### src/rtl/ibex_rvfi_trace_fifo_if.sv
// Trace drain port between the retirement-trace buffer and an off-core sink.
// The buffer drives the head record and valid. The sink answers with ready.
interface ibex_rvfi_trace_fifo_if;
  logic        valid;
  logic        ready;
  logic [31:0] pc;
  logic [31:0] insn;
  logic [4:0]  rd_addr;
  logic [31:0] rd_wdata;
  logic [3:0]  flags;  // {gap, trap, intr, mem}

  modport master (
    output valid, pc, insn, rd_addr, rd_wdata, flags,
    input  ready
  );

  modport slave (
    input  valid, pc, insn, rd_addr, rd_wdata, flags,
    output ready
  );
endinterface

### src/rtl/ibex_rvfi_trace_fifo.sv
// Retirement-trace capture buffer.
// Packs each RVFI retirement into a compact record and stores it in a circular
// buffer, which is drained through a valid/ready port.
// Retirements are lost when the buffer is full or capture is off. Lost
// retirements are counted, and the next stored record is marked with the gap
// flag.
module ibex_rvfi_trace_fifo #(
  parameter int unsigned Depth        = 16,  // power of two, >= 2
  parameter int unsigned DropCntWidth = 16
) (
  input  logic                      clk_i,
  input  logic                      rst_i,
  // RVFI retirement stream
  input  logic                      rvfi_valid,
  input  logic [31:0]               rvfi_insn,
  input  logic                      rvfi_trap,
  input  logic                      rvfi_intr,
  input  logic [31:0]               rvfi_pc_rdata,
  input  logic [4:0]                rvfi_rd_addr,
  input  logic [31:0]               rvfi_rd_wdata,
  input  logic [3:0]                rvfi_mem_rmask,
  input  logic [3:0]                rvfi_mem_wmask,
  // control
  input  logic                      enable_i,
  input  logic                      flush_i,
  // drain port
  ibex_rvfi_trace_fifo_if.master    trace,
  // status
  output logic [$clog2(Depth):0]    level_o,
  output logic                      overflow_o,
  output logic [DropCntWidth-1:0]   drop_cnt_o
);

  localparam int unsigned PtrW = $clog2(Depth);
  localparam int unsigned CntW = PtrW + 1;

  typedef struct packed {
    logic [31:0] pc;
    logic [31:0] insn;
    logic [4:0]  rd_addr;
    logic [31:0] rd_wdata;
    logic        gap;
    logic        trap;
    logic        intr;
    logic        mem;
  } rec_t;

  rec_t                    r_mem [Depth];
  logic [PtrW-1:0]         r_wptr;
  logic [PtrW-1:0]         r_rptr;
  logic [CntW-1:0]         r_count;
  logic                    r_gap_pend;
  logic                    r_overflow;
  logic [DropCntWidth-1:0] r_drop_cnt;

  logic w_full;
  logic w_empty;
  logic w_capture;
  logic w_push;
  logic w_drop;
  logic w_skip;
  logic w_pop;
  rec_t w_rec;
  rec_t w_head;

  // The full flag comes from the registered count only. A pop in the same
  // cycle does not free a slot for an incoming retirement.
  assign w_full    = (r_count == CntW'(Depth));
  assign w_empty   = (r_count == '0);
  assign w_capture = rvfi_valid & enable_i & ~flush_i;
  assign w_push    = w_capture & ~w_full;
  assign w_drop    = w_capture &  w_full;
  assign w_skip    = rvfi_valid & ~enable_i & ~flush_i;
  assign w_pop     = ~w_empty & trace.ready & ~flush_i;

  // Pack the incoming retirement into a trace record.
  always_comb begin
    // NOTE: give every always_comb output a value first, so that no path
    // through the block leaves it unassigned and infers a latch.
    w_rec          = '0;
    w_rec.pc       = rvfi_pc_rdata;
    w_rec.insn     = rvfi_insn;
    w_rec.rd_addr  = rvfi_rd_addr;
    w_rec.rd_wdata = rvfi_rd_wdata;
    w_rec.gap      = r_gap_pend;
    w_rec.trap     = rvfi_trap;
    w_rec.intr     = rvfi_intr;
    w_rec.mem      = |(rvfi_mem_rmask | rvfi_mem_wmask);
  end

  // Write the record into storage. The storage is also cleared on reset, so
  // the head outputs read back zero after reset and never show X.
  always_ff @(posedge clk_i or posedge rst_i) begin
    // NOTE: this reset loop is deliberate. Without it, a storage array is
    // usually left unreset.
    if (rst_i) begin
      for (int i = 0; i < Depth; i++) begin
        r_mem[i] <= '0;
      end
    end else if (w_push) begin
      r_mem[r_wptr] <= w_rec;
    end
  end

  // Pointers and occupancy. Flush takes priority over push and pop.
  always_ff @(posedge clk_i or posedge rst_i) begin
    // NOTE: sequential state uses non-blocking assignments only, so that every
    // flop samples the values from before the clock edge.
    if (rst_i) begin
      r_wptr  <= '0;
      r_rptr  <= '0;
      r_count <= '0;
    end else if (flush_i) begin
      r_wptr  <= '0;
      r_rptr  <= '0;
      r_count <= '0;
    end else begin
      if (w_push) r_wptr <= r_wptr + PtrW'(1);
      if (w_pop)  r_rptr <= r_rptr + PtrW'(1);
      case ({w_push, w_pop})
        2'b10:   r_count <= r_count + CntW'(1);
        2'b01:   r_count <= r_count - CntW'(1);
        default: r_count <= r_count;
      endcase
    end
  end

  // Discontinuity marker. It is set by any lost retirement or by a flush, and
  // cleared by the next stored record.
  always_ff @(posedge clk_i or posedge rst_i) begin
    if (rst_i) begin
      r_gap_pend <= 1'b0;
    end else if (flush_i) begin
      r_gap_pend <= 1'b1;
    end else if (w_push) begin
      r_gap_pend <= 1'b0;
    end else if (w_drop || w_skip) begin
      r_gap_pend <= 1'b1;
    end
  end

  // Overflow accounting. Only full-buffer drops count; disabled capture does
  // not.
  always_ff @(posedge clk_i or posedge rst_i) begin
    if (rst_i) begin
      r_overflow <= 1'b0;
      r_drop_cnt <= '0;
    end else if (flush_i) begin
      r_overflow <= 1'b0;
      r_drop_cnt <= '0;
    end else if (w_drop) begin
      r_overflow <= 1'b1;
      if (r_drop_cnt != '1) r_drop_cnt <= r_drop_cnt + DropCntWidth'(1);
    end
  end

  // The head record is read combinationally at the read pointer.
  assign w_head         = r_mem[r_rptr];
  assign trace.valid    = ~w_empty;
  assign trace.pc       = w_head.pc;
  assign trace.insn     = w_head.insn;
  assign trace.rd_addr  = w_head.rd_addr;
  assign trace.rd_wdata = w_head.rd_wdata;
  assign trace.flags    = {w_head.gap, w_head.trap, w_head.intr, w_head.mem};

  assign level_o    = r_count;
  assign overflow_o = r_overflow;
  assign drop_cnt_o = r_drop_cnt;

endmodule

### src/flat_wrapper.sv
// flat-port wrapper written by rule: the top's interface ports become plain ports
module ibex_rvfi_trace_fifo_flat 
#(
  parameter int unsigned Depth        = 16,                       
  parameter int unsigned DropCntWidth = 16
)
  (clk_i, rst_i, rvfi_valid, rvfi_insn, rvfi_trap, rvfi_intr, rvfi_pc_rdata, rvfi_rd_addr, rvfi_rd_wdata, rvfi_mem_rmask, rvfi_mem_wmask, enable_i, flush_i, level_o, overflow_o, drop_cnt_o, trace_valid, trace_pc, trace_insn, trace_rd_addr, trace_rd_wdata, trace_flags, trace_ready);
  ibex_rvfi_trace_fifo_if trace_i ();
  input  logic clk_i;
  input  logic rst_i;
  input  logic rvfi_valid;
  input  logic [31:0] rvfi_insn;
  input  logic rvfi_trap;
  input  logic rvfi_intr;
  input  logic [31:0] rvfi_pc_rdata;
  input  logic [4:0] rvfi_rd_addr;
  input  logic [31:0] rvfi_rd_wdata;
  input  logic [3:0] rvfi_mem_rmask;
  input  logic [3:0] rvfi_mem_wmask;
  input  logic enable_i;
  input  logic flush_i;
  output logic [$clog2(Depth):0] level_o;
  output logic overflow_o;
  output logic [DropCntWidth-1:0] drop_cnt_o;
  output wire logic [$bits(trace_i.valid)-1:0] trace_valid;
  output wire logic [$bits(trace_i.pc)-1:0] trace_pc;
  output wire logic [$bits(trace_i.insn)-1:0] trace_insn;
  output wire logic [$bits(trace_i.rd_addr)-1:0] trace_rd_addr;
  output wire logic [$bits(trace_i.rd_wdata)-1:0] trace_rd_wdata;
  output wire logic [$bits(trace_i.flags)-1:0] trace_flags;
  input wire logic [$bits(trace_i.ready)-1:0] trace_ready;
  assign trace_valid = trace_i.valid;
  assign trace_pc = trace_i.pc;
  assign trace_insn = trace_i.insn;
  assign trace_rd_addr = trace_i.rd_addr;
  assign trace_rd_wdata = trace_i.rd_wdata;
  assign trace_flags = trace_i.flags;
  assign trace_i.ready = trace_ready;
  ibex_rvfi_trace_fifo #(.Depth(Depth), .DropCntWidth(DropCntWidth)) u_core (.clk_i(clk_i), .rst_i(rst_i), .rvfi_valid(rvfi_valid), .rvfi_insn(rvfi_insn), .rvfi_trap(rvfi_trap), .rvfi_intr(rvfi_intr), .rvfi_pc_rdata(rvfi_pc_rdata), .rvfi_rd_addr(rvfi_rd_addr), .rvfi_rd_wdata(rvfi_rd_wdata), .rvfi_mem_rmask(rvfi_mem_rmask), .rvfi_mem_wmask(rvfi_mem_wmask), .enable_i(enable_i), .flush_i(flush_i), .trace(trace_i), .level_o(level_o), .overflow_o(overflow_o), .drop_cnt_o(drop_cnt_o));
endmodule
### config.mk
export PLATFORM = sky130hd
export DESIGN_NAME = ibex_rvfi_trace_fifo_flat
export DESIGN_NICKNAME = d
export VERILOG_FILES = /design/src/rtl/ibex_rvfi_trace_fifo_if.sv /design/src/rtl/ibex_rvfi_trace_fifo.sv /design/src/flat_wrapper.sv
export SDC_FILE = /design/constraint.sdc
export NUM_CORES = 2
export LEC_CHECK = 0
export BUFFER_PORTS_ARGS = -buffer_cell sky130_fd_sc_hd__buf_2
export CORE_ASPECT_RATIO = 2
export CORE_UTILIZATION = 35
export DETAILED_ROUTE_END_ITERATION = 8
export PLACE_DENSITY_LB_ADDON = 0.3
export SLEW_MARGIN = 5
export SYNTH_ARGS = -nofsm -noshare
export SYNTH_HDL_FRONTEND = slang
export SYNTH_SLANG_ARGS = --single-unit
### constraint.sdc
create_clock -name clk_i -period 143.2 [get_ports clk_i]
set_input_delay 7.16 -clock clk_i [delete_from_list [all_inputs] [get_ports clk_i]]
set_output_delay 7.16 -clock clk_i [all_outputs]
set_load 0.005 [all_outputs]
==> impl_metrics.csv <==
group,metric,value,unit
placement,place_area,80690,um2
critical_path,cp_top_family,"buffers and inverters",
sta,fin_ws,130.30,ns
final_layout,fill_cells,19920,
sta,post-route-period-util,9.010,%
global_routing,track_usage,18.76,%
yosys,synth_cell_types,49,
critical_path,crit_top_cell,"buf_4",
clock_tree,holdBufCountCts,0,
power_and_ir_drop,leakagePower,39.38,nW
power_and_ir_drop,power_density,14.58,nW/um2
die,die_y,664.1,um
critical_path,cpPeakStageDelay,1.01,ns
final_layout,final_core_util,39.74,%
sta,finalCriticalPeriod,12.90,ns
clock_tree,cts.sinks,1711,
final_layout,final-seq-area,42830,um2
outcome,status,"finished, final reports clean",
clock_tree,htreeDepth,4,
sta,finalMaxSlewViolations,0,
sta,setup_viol,0,
detailed_routing,wl_per_cell,26.98,um
clock_tree,cts_resized,0,
global_routing,grt_pass1_wl,310.8,mm
power_and_ir_drop,vdd_drop_max,0.01374,mV
sta,whs,0.4995,ns
global_routing,grt-ovfl-total,0,
placement,post-place-ws,130.86,ns
final_layout,drive_above_1_share,59.41,%
global_routing,grt_antenna_before_repair,49,
sta,max_freq,0.07750,GHz
critical_path,cp_max_fo,46,
final_layout,nets,4763,
yosys,synth.largest_area_cell,"dfrtp_1",
placement,place_inst,7271,
detailed_routing,vias,41070,
sta,hold_viol,0,
critical_path,crit_type,"reg2out",
critical_path,crit_slowest_cell,"dfrtp_4",
global_routing,grt_pass1_vias,45700,
detailed_routing,initialDrtViolationCount,2241,
yosys,synthTopCellsByArea,"dfrtp_1 (56%), mux2_2 (25%), mux4_2 (15%)",
final_layout,fin_cells,7584,
hold_path,hold_path_class,"reg2reg",
yosys,syn_nets,4671,
final_layout,syn_to_final_growth,12.63,%
yosys,synth-edff-count,0,
clock_tree,cts_buffers,169,
yosys,ys.warnings.count,0,
yosys,syn_area,76720,um2
yosys,synth_cells,4544,
sta,rsz0062_at_grt,"false",
die,die_area,221200,um2
yosys,async_flop_share,100.0,%
placement,port_buffers,244,
critical_path,crit_chain,"buf_4, buf_4, buf_4, mux4_2, mux4_2, buf_2",
die,initial_utilization,35.29,%
yosys,ys_ff_latch,1711,
die,ioPinCount,245,
detailed_routing,avgViaCountPerCell,5.416,
detailed_routing,ant_nets,0,
detailed_routing,first_pass_iters,5,
yosys,synth.top_cell.area_share,55.81,%
yosys,avgSynthCellArea,16.88,um2
critical_path,path_buf_inv,4,
sta,fin_skew,0.03726,ns
placement,finalWeightedCongestion,0.7150,
final_layout,multi_input_area,32280,um2
yosys,synth_flop_cell,"dfrtp_1",
die,fp-row-count,242,
die,coreArea,217400,um2
detailed_routing,drcViolationCount,0,
detailed_routing,drt-total-wl,204.6,mm
sta,fin_tns_setup,0,ns
clock_tree,cts_root_buffer,"clkbuf_16",
critical_path,cp-end-kind,"output port",
clock_tree,clock_path_buffers,4,
critical_path,worstPathRequired,136.04,ns
run,max_cap_violations,0,
clock_tree,clk_latency,0.84,ns
final_layout,final_area,86400,um2
sta,maxSlewHeadroom,17.39,%
sta,worst_pin_slew,1.235,ns
global_routing,grt_max_degree,180,
yosys,ys_seq_area_share,55.81,%
critical_path,startpoint_type,"register",
power_and_ir_drop,power,1.260,mW
clock_tree,cts_setup_buffers,0,
clock_tree,cts_tree,"done",
clock_tree,clkSlewWorstSetupHoldPaths,0.06,ns
placement,hpwlAfterDp,117.2,mm
critical_path,arrival,5.74,ns
die,die_x,333.1,um
[cell usage after synthesis (all sizes together) (2+ instances only)]
| library cell | n |
|---|---|
| clkbuf | 278 |
| nand2 | 10 |
| a21oi | 25 |
| nand3 | 14 |
| or3 | 4 |
| inv | 14 |
| or2 | 2 |
| a2111oi | 16 |
| xnor2 | 3 |
| or4 | 7 |
| mux4 | 525 |
| o21ai | 5 |
| nor2b | 5 |
| ha | 9 |
| nor3 | 10 |
| nand2b | 9 |
| mux2i | 7 |
| o211ai | 4 |
| buf | 139 |
| o31a | 2 |
| o31ai | 3 |
| a31oi | 3 |
| o21a | 5 |
| nand4 | 4 |
| xor2 | 2 |
| nor2 | 38 |
| a211oi | 3 |
| nor4 | 7 |
| mux2 | 1670 |
| dfrtp | 1711 |
[cell families after synthesis]
family / Yosys count / synth area share, %
DFF: 1711 / 55.81
buffers and inverters: 431 / 2.296
xor gates and xnor gates: 5 / 0.05709
and+or+nand+nor: 114 / 0.7812
muxes: 2202 / 40.02
AOI/OAI and AO/OA: 71 / 0.8660
adders and majority gates: 10 / 0.1729
[registers in the layout, summed over array words and instances, names as in the netlist]
signal and count:
u_core.r_gap_pend 1, u_core.r_rptr 4, u_core.r_mem 1680, u_core.level_o 5, u_core.drop_cnt_o 16, u_core.overflow_o 1
u_core.r_wptr 4
[metal layers]
| layer | up-vias | track usage [%] | part of all wire [%] | wire length (um) |
|---|---|---|---|---|
| met2 | 648 | 33.16 | 52 | 106900 |
| met4 | 32 | 5.889 | 2.9 | 5967 |
| met3 | 324 | 3.307 | 4.1 | 8362 |
| met5 | - | 0 | 0.095 | 195 |
| met1 | 22830 | 23.11 | 41 | 83130 |
| li1 | 17240 | - | - | - |
[worst paths after layout]
path	to	slack, ns	cells after the start	from
min in group asynchronous	u_core.drop_cnt_o[7]	6.40	2	rst_i
max in group asynchronous	u_core.r_mem[921]	132.59	6	rst_i
hold reg to reg	u_core.r_mem[22]	0.50	1	u_core.r_mem[22]
setup reg to reg	u_core.r_mem[156]	138.97	6	u_core.r_wptr[2]
hold / removal	u_core.r_mem[22]	0.50	1	u_core.r_mem[22]
setup / recovery	trace_insn[17]	130.30	6	u_core.r_rptr[0]
[area by class of cell]
type | count | share of cell area (%)
Sequential cell | 1711 | 49.57
Multi-Input combinational cell | 2402 | 37.35
Clock buffer | 241 | 5.687
Tap cell | 2806 | 4.063
Timing Repair Buffer | 338 | 2.331
Clock inverter | 56 | 0.8761
Inverter | 14 | 0.06951
Antenna cell | 16 | 0.04634
[placed cells by master, fill, tap and decap left out, types with 4 or more instances in the layout]
cell type / instances
a2111oi_4: 16
a21oi_1: 25
buf_12: 7
buf_2: 244
buf_4: 87
bufinv_16: 16
clkbuf_1: 34
clkbuf_16: 172
clkbuf_8: 35
clkinv_2: 25
clkinvlp_4: 5
dfrtp_1: 1706
dfrtp_4: 4
diode_2: 16
ha_1: 9
inv_1: 13
inv_6: 4
mux2_2: 1670
mux2i_1: 7
mux4_2: 525
nand2_1: 9
nand2b_1: 9
nand3_1: 14
nor2_1: 38
nor2b_1: 5
nor3_1: 10
nor4_1: 6
o211ai_1: 4
o21a_1: 5
o21ai_0: 4
or4_1: 5
[power breakdown]
| group | internal, mW | total, mW | switching (mW) |
|---|---|---|---|
| clock | 0.268 | 0.461 | 0.193 |
| combinational | 0.128 | 0.256 | 0.128 |
| sequential | 0.519 | 0.543 | 0.0239 |
Note: power is estimated with default switching activity, not from simulation.
